<file path="src/rtl/nios2_mult_pkg.sv">
// Shared types and default widths for the pipelined multiply unit.
// Op encoding: LO = low word, XSS/XSU/XUU = high word variants.
package nios2_mult_pkg;

    localparam int MUL_DATA_W = 32;
    localparam int MUL_PART_W = 16;

    typedef enum logic [1:0] {
        MUL_OP_LO  = 2'b00,
        MUL_OP_XSS = 2'b01,
        MUL_OP_XSU = 2'b10,
        MUL_OP_XUU = 2'b11
    } mul_op_e;

endpackage

</file>
<file path="src/rtl/nios2_mult_if.sv">
// Operand/result bundle between the M stage and the multiply unit.
// master: issues in_*, stall, flush; slave: returns out_*, busy.
interface nios2_mult_if
    import nios2_mult_pkg::*;
#(
    parameter int DATA_W = MUL_DATA_W
) ();

    logic              in_valid;
    mul_op_e           in_op;
    logic [DATA_W-1:0] in_src1;
    logic [DATA_W-1:0] in_src2;
    logic              stall;
    logic              flush;
    logic              out_valid;
    logic [DATA_W-1:0] out_result;
    logic              busy;

    modport master (
        output in_valid, in_op, in_src1, in_src2,
        output stall, flush,
        input  out_valid, out_result, busy
    );

    modport slave (
        input  in_valid, in_op, in_src1, in_src2,
        input  stall, flush,
        output out_valid, out_result, busy
    );

endinterface

</file>
<file path="src/rtl/nios2_mult_limb.sv">
// Registered unsigned PART_W x PART_W limb multiply (one DSP block).
// Ports: clk, reset_n (async clear), en, a, b -> p (low OUT_W bits).
module nios2_mult_limb
    import nios2_mult_pkg::*;
#(
    parameter int PART_W = MUL_PART_W,
    parameter int OUT_W  = 2 * MUL_PART_W
) (
    input  logic              clk,
    input  logic              reset_n,
    input  logic              en,
    input  logic [PART_W-1:0] a,
    input  logic [PART_W-1:0] b,
    output logic [OUT_W-1:0]  p
);

    // Multiplying at OUT_W keeps exactly the bits the caller wants.
    logic [OUT_W-1:0] a_x;
    logic [OUT_W-1:0] b_x;

    assign a_x = OUT_W'(a);
    assign b_x = OUT_W'(b);

    always_ff @(posedge clk or negedge reset_n) begin
        if (!reset_n) begin
            p <= '0;
        end else if (en) begin
            p <= a_x * b_x;
        end
    end

endmodule

</file>
<file path="src/rtl/nios2_mult_pipe.sv">
// Two-stage limb multiplier with stall/flush; result registered.
// Ports: clk, reset_n, mif (slave). Macro NIOS2_MULT_HI_EN: high ops.
module nios2_mult_pipe
    import nios2_mult_pkg::*;
#(
    parameter int DATA_W = MUL_DATA_W,
    parameter int PART_W = MUL_PART_W
) (
    input logic         clk,
    input logic         reset_n,
    nios2_mult_if.slave mif
);

    localparam int NUM_PARTS = DATA_W / PART_W;
    localparam int NPP       = NUM_PARTS * NUM_PARTS;
    localparam int PP_W      = 2 * PART_W;
`ifdef NIOS2_MULT_HI_EN
    localparam int PROD_W    = 2 * DATA_W;
`else
    localparam int PROD_W    = DATA_W;
`endif

    if (DATA_W % PART_W != 0) begin : g_width_chk
        $fatal(1, "DATA_W must be a multiple of PART_W");
    end

    logic adv;
    logic acc;

    assign adv = ~mif.stall;
    assign acc = mif.in_valid & adv;

    logic              s1_valid;
    logic              s2_valid;
    logic              out_valid_r;
    logic [DATA_W-1:0] out_result_r;
    logic [PP_W-1:0]   pp [NPP];
    logic [PROD_W-1:0] prod;
    logic [PROD_W-1:0] s2_prod;
    logic [DATA_W-1:0] sel;

    for (genvar i = 0; i < NUM_PARTS; i++) begin : g_i
        for (genvar j = 0; j < NUM_PARTS; j++) begin : g_j
`ifdef NIOS2_MULT_HI_EN
            localparam int KEEP_W = PP_W;
`else
            // Low-word only: drop limbs and bits above DATA_W.
            localparam int LEFT   = NUM_PARTS - i - j;
            localparam int KEEP_W =
                (LEFT >= 2) ? PP_W : LEFT * PART_W;
`endif
            if (KEEP_W > 0) begin : g_mul
                logic [KEEP_W-1:0] p;

                nios2_mult_limb #(
                    .PART_W (PART_W),
                    .OUT_W  (KEEP_W)
                ) u_limb (
                    .clk     (clk),
                    .reset_n (reset_n),
                    .en      (adv),
                    .a       (mif.in_src1[i*PART_W +: PART_W]),
                    .b       (mif.in_src2[j*PART_W +: PART_W]),
                    .p       (p)
                );

                assign pp[i*NUM_PARTS+j] = PP_W'(p);
            end else begin : g_none
                assign pp[i*NUM_PARTS+j] = '0;
            end
        end
    end

`ifdef NIOS2_MULT_HI_EN
    mul_op_e           s1_op;
    mul_op_e           s2_op;
    logic [DATA_W-1:0] corr1;
    logic [DATA_W-1:0] corr2;
    logic              neg1;
    logic              neg2;

    assign neg1 = mif.in_src1[DATA_W-1] &
                  ((mif.in_op == MUL_OP_XSS) ||
                   (mif.in_op == MUL_OP_XSU));
    assign neg2 = mif.in_src2[DATA_W-1] &
                  (mif.in_op == MUL_OP_XSS);

    always_ff @(posedge clk or negedge reset_n) begin
        if (!reset_n) begin
            s1_op <= MUL_OP_LO;
            s2_op <= MUL_OP_LO;
            corr1 <= '0;
            corr2 <= '0;
        end else if (adv) begin
            s1_op <= mif.in_op;
            s2_op <= s1_op;
            corr1 <= neg1 ? mif.in_src2 : '0;
            corr2 <= neg2 ? mif.in_src1 : '0;
        end
    end
`else
    logic unused_op;
    assign unused_op = ^mif.in_op;
`endif

    // Unsigned limb sum, then signed fixups in the high half.
    always_comb begin
        prod = '0;
        for (int i = 0; i < NUM_PARTS; i++) begin
            for (int j = 0; j < NUM_PARTS; j++) begin
                prod = prod +
                    (PROD_W'(pp[i*NUM_PARTS+j]) << ((i + j) * PART_W));
            end
        end
`ifdef NIOS2_MULT_HI_EN
        prod = prod - {corr1, {DATA_W{1'b0}}};
        prod = prod - {corr2, {DATA_W{1'b0}}};
`endif
    end

`ifdef NIOS2_MULT_HI_EN
    assign sel = (s2_op == MUL_OP_LO) ? s2_prod[DATA_W-1:0]
                                      : s2_prod[PROD_W-1:DATA_W];
`else
    assign sel = s2_prod;
`endif

    // flush overrides stall for the valids; a new op still enters.
    always_ff @(posedge clk or negedge reset_n) begin
        if (!reset_n) begin
            s1_valid     <= 1'b0;
            s2_valid     <= 1'b0;
            out_valid_r  <= 1'b0;
            s2_prod      <= '0;
            out_result_r <= '0;
        end else begin
            if (mif.flush || adv) begin
                s1_valid    <= acc;
                s2_valid    <= s1_valid & ~mif.flush;
                out_valid_r <= s2_valid & ~mif.flush;
            end
            if (adv) begin
                s2_prod <= prod;
            end
            if (adv && !mif.flush && s2_valid) begin
                out_result_r <= sel;
            end
        end
    end

    assign mif.out_valid  = out_valid_r;
    assign mif.out_result = out_result_r;
    assign mif.busy       = s1_valid | s2_valid;

endmodule

</file>
<file path="src/flat_wrapper.sv">
// flat-port wrapper written by rule: the top's interface ports become plain ports
module nios2_mult_pipe_flat import nios2_mult_pkg::*;
#(
    parameter int DATA_W = MUL_DATA_W,
    parameter int PART_W = MUL_PART_W
)
  (clk, reset_n, mif_in_valid, mif_in_op, mif_in_src1, mif_in_src2, mif_stall, mif_flush, mif_out_valid, mif_out_result, mif_busy);
  nios2_mult_if #(.DATA_W(DATA_W)) mif_i ();
  input logic clk;
  input logic reset_n;
  input wire logic [$bits(mif_i.in_valid)-1:0] mif_in_valid;
  input wire logic [$bits(mif_i.in_op)-1:0] mif_in_op;
  input wire logic [$bits(mif_i.in_src1)-1:0] mif_in_src1;
  input wire logic [$bits(mif_i.in_src2)-1:0] mif_in_src2;
  input wire logic [$bits(mif_i.stall)-1:0] mif_stall;
  input wire logic [$bits(mif_i.flush)-1:0] mif_flush;
  output wire logic [$bits(mif_i.out_valid)-1:0] mif_out_valid;
  output wire logic [$bits(mif_i.out_result)-1:0] mif_out_result;
  output wire logic [$bits(mif_i.busy)-1:0] mif_busy;
  assign mif_i.in_valid = mif_in_valid;
  assign mif_i.in_op = mif_in_op;
  assign mif_i.in_src1 = mif_in_src1;
  assign mif_i.in_src2 = mif_in_src2;
  assign mif_i.stall = mif_stall;
  assign mif_i.flush = mif_flush;
  assign mif_out_valid = mif_i.out_valid;
  assign mif_out_result = mif_i.out_result;
  assign mif_busy = mif_i.busy;
  nios2_mult_pipe #(.DATA_W(DATA_W), .PART_W(PART_W)) u_core (.clk(clk), .reset_n(reset_n), .mif(mif_i));
endmodule
</file>
<file path="config.mk">
export PLATFORM = sky130hd
export DESIGN_NAME = nios2_mult_pipe_flat
export DESIGN_NICKNAME = d
export VERILOG_FILES = /design/src/rtl/nios2_mult_pkg.sv /design/src/rtl/nios2_mult_if.sv /design/src/rtl/nios2_mult_limb.sv /design/src/rtl/nios2_mult_pipe.sv /design/src/flat_wrapper.sv
export SDC_FILE = /design/constraint.sdc
export NUM_CORES = 1
export LEC_CHECK = 0
export CAP_MARGIN = 20
export CORE_UTILIZATION = 63
export DETAILED_ROUTE_END_ITERATION = 10
export PLACE_DENSITY = 0.83
export SYNTH_ARGS = -nofsm -noshare
export SYNTH_HDL_FRONTEND = slang
export SYNTH_SLANG_ARGS = --single-unit
</file>
<file path="constraint.sdc">
create_clock -name clk -period 5.8 [get_ports clk]
set_input_delay 0.58 -clock clk [delete_from_list [all_inputs] [get_ports clk]]
set_output_delay 0.58 -clock clk [all_outputs]
set_load 0.03 [all_outputs]
</file>
Word-level counts from Yosys, hierarchy flattened
Cells that the tools add are included.

storage, ports and cells
  flip-flop bits (word level) = 131
  output and inout bits = 34
  input bits = 71
  logic and storage cells = 23

operators by class
  reductions and logical operators = 4
  multiply operators = 3
  bitwise logic cells = 6
  $add $sub $neg = 2

operator list
  operator                      number
  adder 32 bit                  2
  multiplier 16 x 16 -> 16 bit  2
  multiplier 16 x 16 -> 32 bit  1
  AND 1 bit                     3
  logical AND 1 bit             2
  inverter 1 bit                2
  logical NOT 1 bit             1
  logical OR 1 bit              1
  OR 1 bit                      1

Longest topological paths before layout
Gate-level depths: netlist of the first run.

  depth after elaboration = 3
  gate-level depth with buffers = 23
  mapped depth without buffers = 21

By module
A second synthesis of the first run with hierarchy kept.

second synthesis, totals
  cells, all modules = 2,385
  area total of the unflattened synthesis = 22,387.7 um2

modules (own cells, without submodules)
  module                                                instances  sequential area each (um2)  cells each  area each (um2)
  nios2_mult_limb at u_core.g_i[0].g_j[0].g_mul.u_limb  1          800.8                       1,090       9,849.4
  nios2_mult_limb at u_core.g_i[1].g_j[0].g_mul.u_limb  1          400.4                       506         4,505.6
  nios2_mult_limb at u_core.g_i[0].g_j[1].g_mul.u_limb  1          400.4                       503         4,493.1
  nios2_mult_pipe                                       1          1,676.6                     286         3,539.6

Worst setup path before layout of the first run
Ideal clock, no wire load.

  path type = in2reg
  start = input port mif_in_src1[12]
  end = register u_core.g_i[0].g_j[0].g_mul.u_limb.p[29]
  buffers on the path = 2
  setup time = 0.069 ns
  arrival = 6.442 ns
  data required time = 5.731 ns
  path slack = -0.711 ns
  stages = 21
  cells stage by stage = clkbuf_1 clkbuf_1 nand2_1 fa_1 fa_1 fa_1 inv_1 fa_1 fa_1 inv_1 fa_1 inv_1 ha_1 and3_1 and4bb_1 a2111o_1 a21oi_4 o21ai_2 a211o_1 a2111oi_2 nand3b_1

between the ends
  cells in the longest elaborated chain, start to end = 1

RTL lines
  what                          line                   text
  from (decl)                   flat_wrapper.sv:13     input wire logic [$bits(mif_i.in_src1)-1:0] mif_in_src1;
  multiplier 16 x 16 -> 32 bit  nios2_mult_limb.sv:28  p <= a_x * b_x;
  to (signal assigned)          nios2_mult_limb.sv:28
  to (decl)                     nios2_mult_limb.sv:14  output logic [OUT_W-1:0] p

Every way passes these cells.
A chain may end at the register's enable or synchronous reset.

Final worst setup path of the first run
  start = input port mif_in_src2[10]
  end = register u_core.g_i[0].g_j[0].g_mul.u_limb.p[30]

between the ends
  cells in the longest elaborated chain, start to end = 1

RTL lines
  what                          line                   text
  from (decl)                   flat_wrapper.sv:14     input wire logic [$bits(mif_i.in_src2)-1:0] mif_in_src2;
  multiplier 16 x 16 -> 32 bit  nios2_mult_limb.sv:28

Every way passes these cells.

==> results of run 1 <==
-- critical path: stages --
cell and delay [ns]:
dlygate4sd2_1 0.21, buf_6 0.12, buf_6 0.11, nand2_2 0.06, fa_1 0.56, inv_1 0.09
fa_2 0.58, fa_1 0.48, fa_2 0.50, fa_2 0.55, inv_2 0.04, fa_2 0.53
inv_2 0.05, ha_4 0.17, a211oi_4 0.35, o31ai_4 0.14, o41ai_2 0.37, o31a_1 0.23
o21a_1 0.17, o211ai_1 0.15, a211oi_1 0.35, a311oi_1 0.10
-- kinds of logic (layout without fill, tap and decap cells) --
family / count (synthesis) / after routing / share of synthesized area, %
multiplexers: 63 / 63 / 3.21
adder cells (fa/ha/maj): 586 / 586 / 45.9
XOR/XNOR: 115 / 115 / 4.57
flip-flops: 131 / 131 / 14.9
AO/OA/AOI/OAI: 198 / 198 / 5.64
buffers and inverters: 593 / 908 / 10.3
AND/OR/NAND/NOR: 712 / 712 / 15.5
-- synth_stat cells (all sizes together) (2+ instances only) --
cell type	count	area share [%]
a311oi	2	0.080
inv	484	8.3
a211oi	10	0.34
xor2	31	1.2
nor2b	4	0.11
o31ai	7	0.24
or3	3	0.085
a2111o	2	0.10
mux2i	2	0.091
o21ba	2	0.091
xnor2	84	3.3
and2	241	6.9
nor3b	2	0.068
o211ai	7	0.24
o21bai	9	0.31
nand2b	6	0.17
ha	216	12
a21o	10	0.34
a21oi	37	0.89
a21boi	2	0.068
o21ai	85	1.9
a211o	4	0.16
nor2	34	0.58
a31oi	3	0.085
nand3	12	0.27
o21a	4	0.14
mux2	61	3.1
fa	370	34
and3	8	0.23
nor3	17	0.39
a2111oi	2	0.11
o41ai	4	0.16
clkbuf	107	2.0
nand4	2	0.057
a41oi	2	0.080
dfrtp	131	15
nand2	376	6.4
-- through the flow --
step	std cells	cell area, um2	setup TNS, ns	setup slack [ns]	hold slack [ns]
CTS	3154	26200	-0.158	-0.103	0.106
global placement	3081	25100	-14.28	-0.756	0.465
detailed placement	3081	25100	-17.88	-0.907	0.469
floorplan	2398	22200	-0.699	-0.302	0.284
finish	3168	26800	-1.86	-0.423	0.0815
global route	3168	26800	-2.61	-0.466	0.134
-- area by class of cell --
cell class / count / share of cell area [%]
Multi-Input combinational cell: 1674 / 63.5
Timing Repair Buffer: 392 / 13.1
Sequential cell: 131 / 12.2
Inverter: 484 / 6.78
Tap cell: 455 / 2.12
Clock buffer: 17 / 1.59
Clock inverter: 15 / 0.635
-- state kept, by name, summed over array words and instances (netlist names) --
register and cells:
u_core.g_i.g_j.g_mul.u_limb.p 64, u_core.mif.out_result 32, u_core.mif.out_valid 1, u_core.s1_valid 1
u_core.s2_prod 32, u_core.s2_valid 1
-- repair_timing --
| action | in CTS | in global routing |
|---|---|---|
| setup endpoints to repair | 23 | 23 |
| gates resized for setup | 184 | 160 |
| hold buffers | 0 | 0 |
| pin swaps | 62 | 104 |
| cloned | 4 | 0 |
| setup buffers | 37 | 18 |
-- metal layers --
layer  up-vias  routed length [um]
met4         0                3170
met3       261                4940
met1      8951               23800
met2       990               30200
met5         -                   0
li1       7860                   -
-- how the worst max path moves through the flow --
stage	to	startpoint	slack, ns	depth (start not counted)
6_report	u_core.g_i[0].g_j[0].g_mul.u_limb.p[30]	mif_in_src2[10]	-0.42	22
5_1_grt	u_core.g_i[0].g_j[0].g_mul.u_limb.p[30]	mif_in_src2[10]	-0.47	22
4_1_cts	u_core.g_i[0].g_j[0].g_mul.u_limb.p[29]	mif_in_src1[8]	-0.10	21
3_5_place_dp	u_core.g_i[0].g_j[0].g_mul.u_limb.p[29]	mif_in_src2[5]	-0.91	21
3_3_place_gp	u_core.g_i[0].g_j[0].g_mul.u_limb.p[29]	mif_in_src2[5]	-0.76	22
2_1_floorplan	u_core.g_i[0].g_j[0].g_mul.u_limb.p[29]	mif_in_src2[4]	-0.30	22
==> metrics.cfg, run 1 <==
[die]
rows=68
die_y_um=189
dieWidth_um=189
dieArea_um2=35700
initial_utilization_pct=63.9
io-pin-count=105
core_um2=34500

[cts]
clkSinkCount=131
htreeDepth=4
numCtsBuffers=17
insertion_delay_ns=0.42
clockBufferDepth=2
path_clk_slew_ns=0.06
cts_root_buffer=clkbuf_16
cts_tree=done

[critical_path]
endpoint_kind=register
critPathMaxFanout=4
reg2reg_slack_ns=1.83
arrival_ns=6.50
start_kind=primary input
worstPathRequired_ns=6.07
worstReg2RegStart=u_core.g_i[1].g_j[0].g_mul.u_limb.p[1]
r2r_end=u_core.s2_prod[31]
critPathKind=primary input to register
reg2reg_depth=12

[routing]
antenna_left=0
drt_wl_total_mm=62.2
vias_per_cell=5.70
drc_errors=0
wl_per_cell_um=19.6
drtIter0Drc=1501
vias=18100
drtPass1Iterations=7

[global_routing]
grt_max_degree=105
grt.busiest_layer=met2
met2_usage_pct=58.3
grt_antenna_before_repair=0
use_met3_pct=4.73
grt_usage_pct=34.6
grt_pass1_wl_mm=96.8
met1_usage_pct=44.8
first_global_vias=19300
grt_overflow_total=0

[timing]
setup_slack_ns=-0.423
period_share_pct=107
fin_crit_ns=6.22
clock_skew_ns=0.00681
finalHoldViolCount=0
max_freq_ghz=0.161
rsz0062_at_grt=true
slew_headroom_pct=32.9
drv_slew=0
tightest_slew_ns=1.01
finalSetupViolations=10

[layout]
fin_util_pct=77.8
multi_input_area_um2=17000
num_antenna_cells=0
num-nets-final=3357
drive_above_1_share_pct=20.1
mostFrequentLayoutCell=inv_1
ff_latch_area_um2=3280
fill_cells=2074
layout_common_cells=459 x inv_1, 361 x nand2_1, 348 x fa_1, 238 x buf_4, 221 x and2_1
syn_to_final_growth_pct=21.8

[yosys]
ys_types=58
synth_area_um2=22000
synthArstFlopShare_pct=100
ys_warn_count=0
ys.flop_type=dfrtp_1
syn_nets=3055
synth_seq_cells=131
yosysSeqAreaShare_pct=14.9
synth_edf_count=0
syn_avg_cell_area_um2=9.18
synthCells=2398

[placed_design]
io_buffers=102
dp_hpwl_mm=45.4
place.gp.congestion=0.947

[outcome]
status=complete, but fails checks
violations=setup timing

[run]
max_cap_violations=0

[min_path]
worst_hold_path_type=primary input to async pin

Power of run 1 is left out: the tool's default activity adds up to more than one toggle a clock period on the data nets, which glitch-free logic cannot reach.
==> inputs of run 2 (changes only) <==
Settings changed: DONT_BUFFER_PORTS set to 1, PLACE_DENSITY 0.83 to 0.79.
==> run 2 against run 1 <==
Effect of this change:
- cell count is 12% lower
- die area stayed put
- the run now ends clean
- final area decreased by 14%
- via count shrank 12%
- largest cell class unchanged
==> metrics.cfg, run 2 (synthesis gave the netlist of run 1 again) <==
[outcome]
status=complete, no violations

[critical_path]
worstReg2RegStart=u_core.g_i[1].g_j[0].g_mul.u_limb.p[1]
worstPathRequired_ns=6.16
reg2reg_depth=12
arrival_ns=5.99
reg2reg_slack_ns=2.18
critPathKind=primary input to register
r2r_end=u_core.s2_prod[31]
start_kind=primary input
cp_cell_sequence=and2_1, fa_1, inv_1, fa_1, fa_1, inv_1, fa_1, fa_1, inv_1, fa_1, inv_2, ha_4, and3_4, and4bb_1, a2111o_1, a21oi_4, o21ai_2, a211o_1, a2111oi_2, nand3b_1
critical-path-slowest-cell=fa_1
critPathMaxFanout=26
max_stage_delay_ns=0.53
endpoint_kind=register
critical_path.most_common_cell=fa_1

[global_routing]
grt_pass1_wl_mm=84.1
grt_max_degree=166
grt_overflow_total=0
grt_antenna_before_repair=0
first_global_vias=17000
grt_usage_pct=29.8

[timing]
finalSetupTns_ns=0
finalSetupViolations=0
clock_skew_ns=0.0174
max_freq_ghz=0.178
fin_crit_ns=5.63
rsz0062_at_grt=false
tightest_slew_ns=0.778
drv_slew=0
finalHoldViolCount=0
slew_headroom_pct=47.6
period_share_pct=97.1

[cts]
insertion_delay_ns=0.43
clockBufferDepth=2
clkSinkCount=131
cts_tree=done
path_clk_slew_ns=0.06
cts_root_buffer=clkbuf_16
htreeDepth=4
numCtsBuffers=17

[routing]
vias=15900
drtPass1Iterations=5
drc_errors=0
antenna_left=0
vias_per_cell=5.67
drt_wl_total_mm=49.9
drtIter0Drc=1089
wl_per_cell_um=17.8

[layout]
fill_cells=2642
mostFrequentLayoutCell=inv_1
layout_common_cells=483 x inv_1, 376 x nand2_1, 368 x fa_1, 237 x and2_1, 212 x ha_1
multi_input_area_um2=16600
top_register=u_core.g_i.g_j.g_mul.u_limb.p
num_antenna_cells=0
largest_reg_flops=64
ff_latch_area_um2=3280
syn_to_final_growth_pct=4.90
fin_cells=2799
drive_above_1_share_pct=5.97
num-nets-final=2989

[die]
initial_utilization_pct=63.9
core_um2=34500
dieArea_um2=35700
dieWidth_um=189
io-pin-count=105
die_y_um=189
rows=68

[placed_design]
dp_hpwl_mm=37.5
io_buffers=0
place.gp.congestion=0.873
dp_cells=2767

[min_path]
worst_hold_path_type=primary input to async pin

[run]
max_cap_violations=0

-- run 2: repair_timing --
| item | in CTS | in global routing |
|---|---|---|
| setup buffers | 0 | 0 |
| hold endpoints to repair | 131 | 0 |
| resized for setup | 0 | 0 |
| hold buffers | 1 | 0 |
-- run 2: through the flow --
step	area (um2)	utilization, %	hold WS, ns	setup slack (ns)
after floorplan	22200	-	0.284	-0.302
after global placement	22400	65.0	0.292	-0.139
after detailed placement	22400	65.0	0.291	-0.259
after CTS	23100	67.0	0.157	0.181
after global routing	23100	67.0	0.137	0.00375
final	23100	67.0	0.0845	0.169
-- run 2: per-layer routing --
metal | vias to the layer above | share of wire [%] | track usage (%)
met2 | 661 | 48 | 49.1
li1 | 7119 | - | -
met1 | 7994 | 41 | 39.5
met3 | 99 | 7.7 | 4.62
met5 | - | 0 | 0
met4 | 0 | 3.4 | 11.9
-- run 2: worst max-delay path: cells and delay by family --
family	cells	cell delay, ns
adders and majority gates	7	3.22
AOI/OAI and AO/OA	5	1.33
and+or+nand+nor	4	0.64
buffers and inverters	4	0.20
-- run 2: layout make-up --
class	count	share of cell area, %
Clock buffer	18	1.86
Clock inverter	13	1.01
Inverter	484	7.87
Multi-Input combinational cell	1674	71.7
Sequential cell	131	14.2
Tap cell	455	2.46
Timing Repair Buffer	24	0.867
-- run 2: worst max-delay path by stage --
stage | slack [ns] | depth (start not counted) | endpoint | start
2_1_floorplan | -0.30 | 22 | u_core.g_i[0].g_j[0].g_mul.u_limb.p[29] | mif_in_src2[4]
3_3_place_gp | -0.14 | 20 | u_core.g_i[0].g_j[0].g_mul.u_limb.p[29] | mif_in_src2[6]
3_5_place_dp | -0.26 | 20 | u_core.g_i[0].g_j[0].g_mul.u_limb.p[29] | mif_in_src2[6]
4_1_cts | 0.18 | 20 | u_core.g_i[0].g_j[0].g_mul.u_limb.p[29] | mif_in_src2[6]
5_1_grt | 0.004 | 20 | u_core.g_i[0].g_j[0].g_mul.u_limb.p[29] | mif_in_src2[6]
6_report | 0.17 | 20 | u_core.g_i[0].g_j[0].g_mul.u_limb.p[29] | mif_in_src2[6]
Power of run 2 is left out for the same reason.
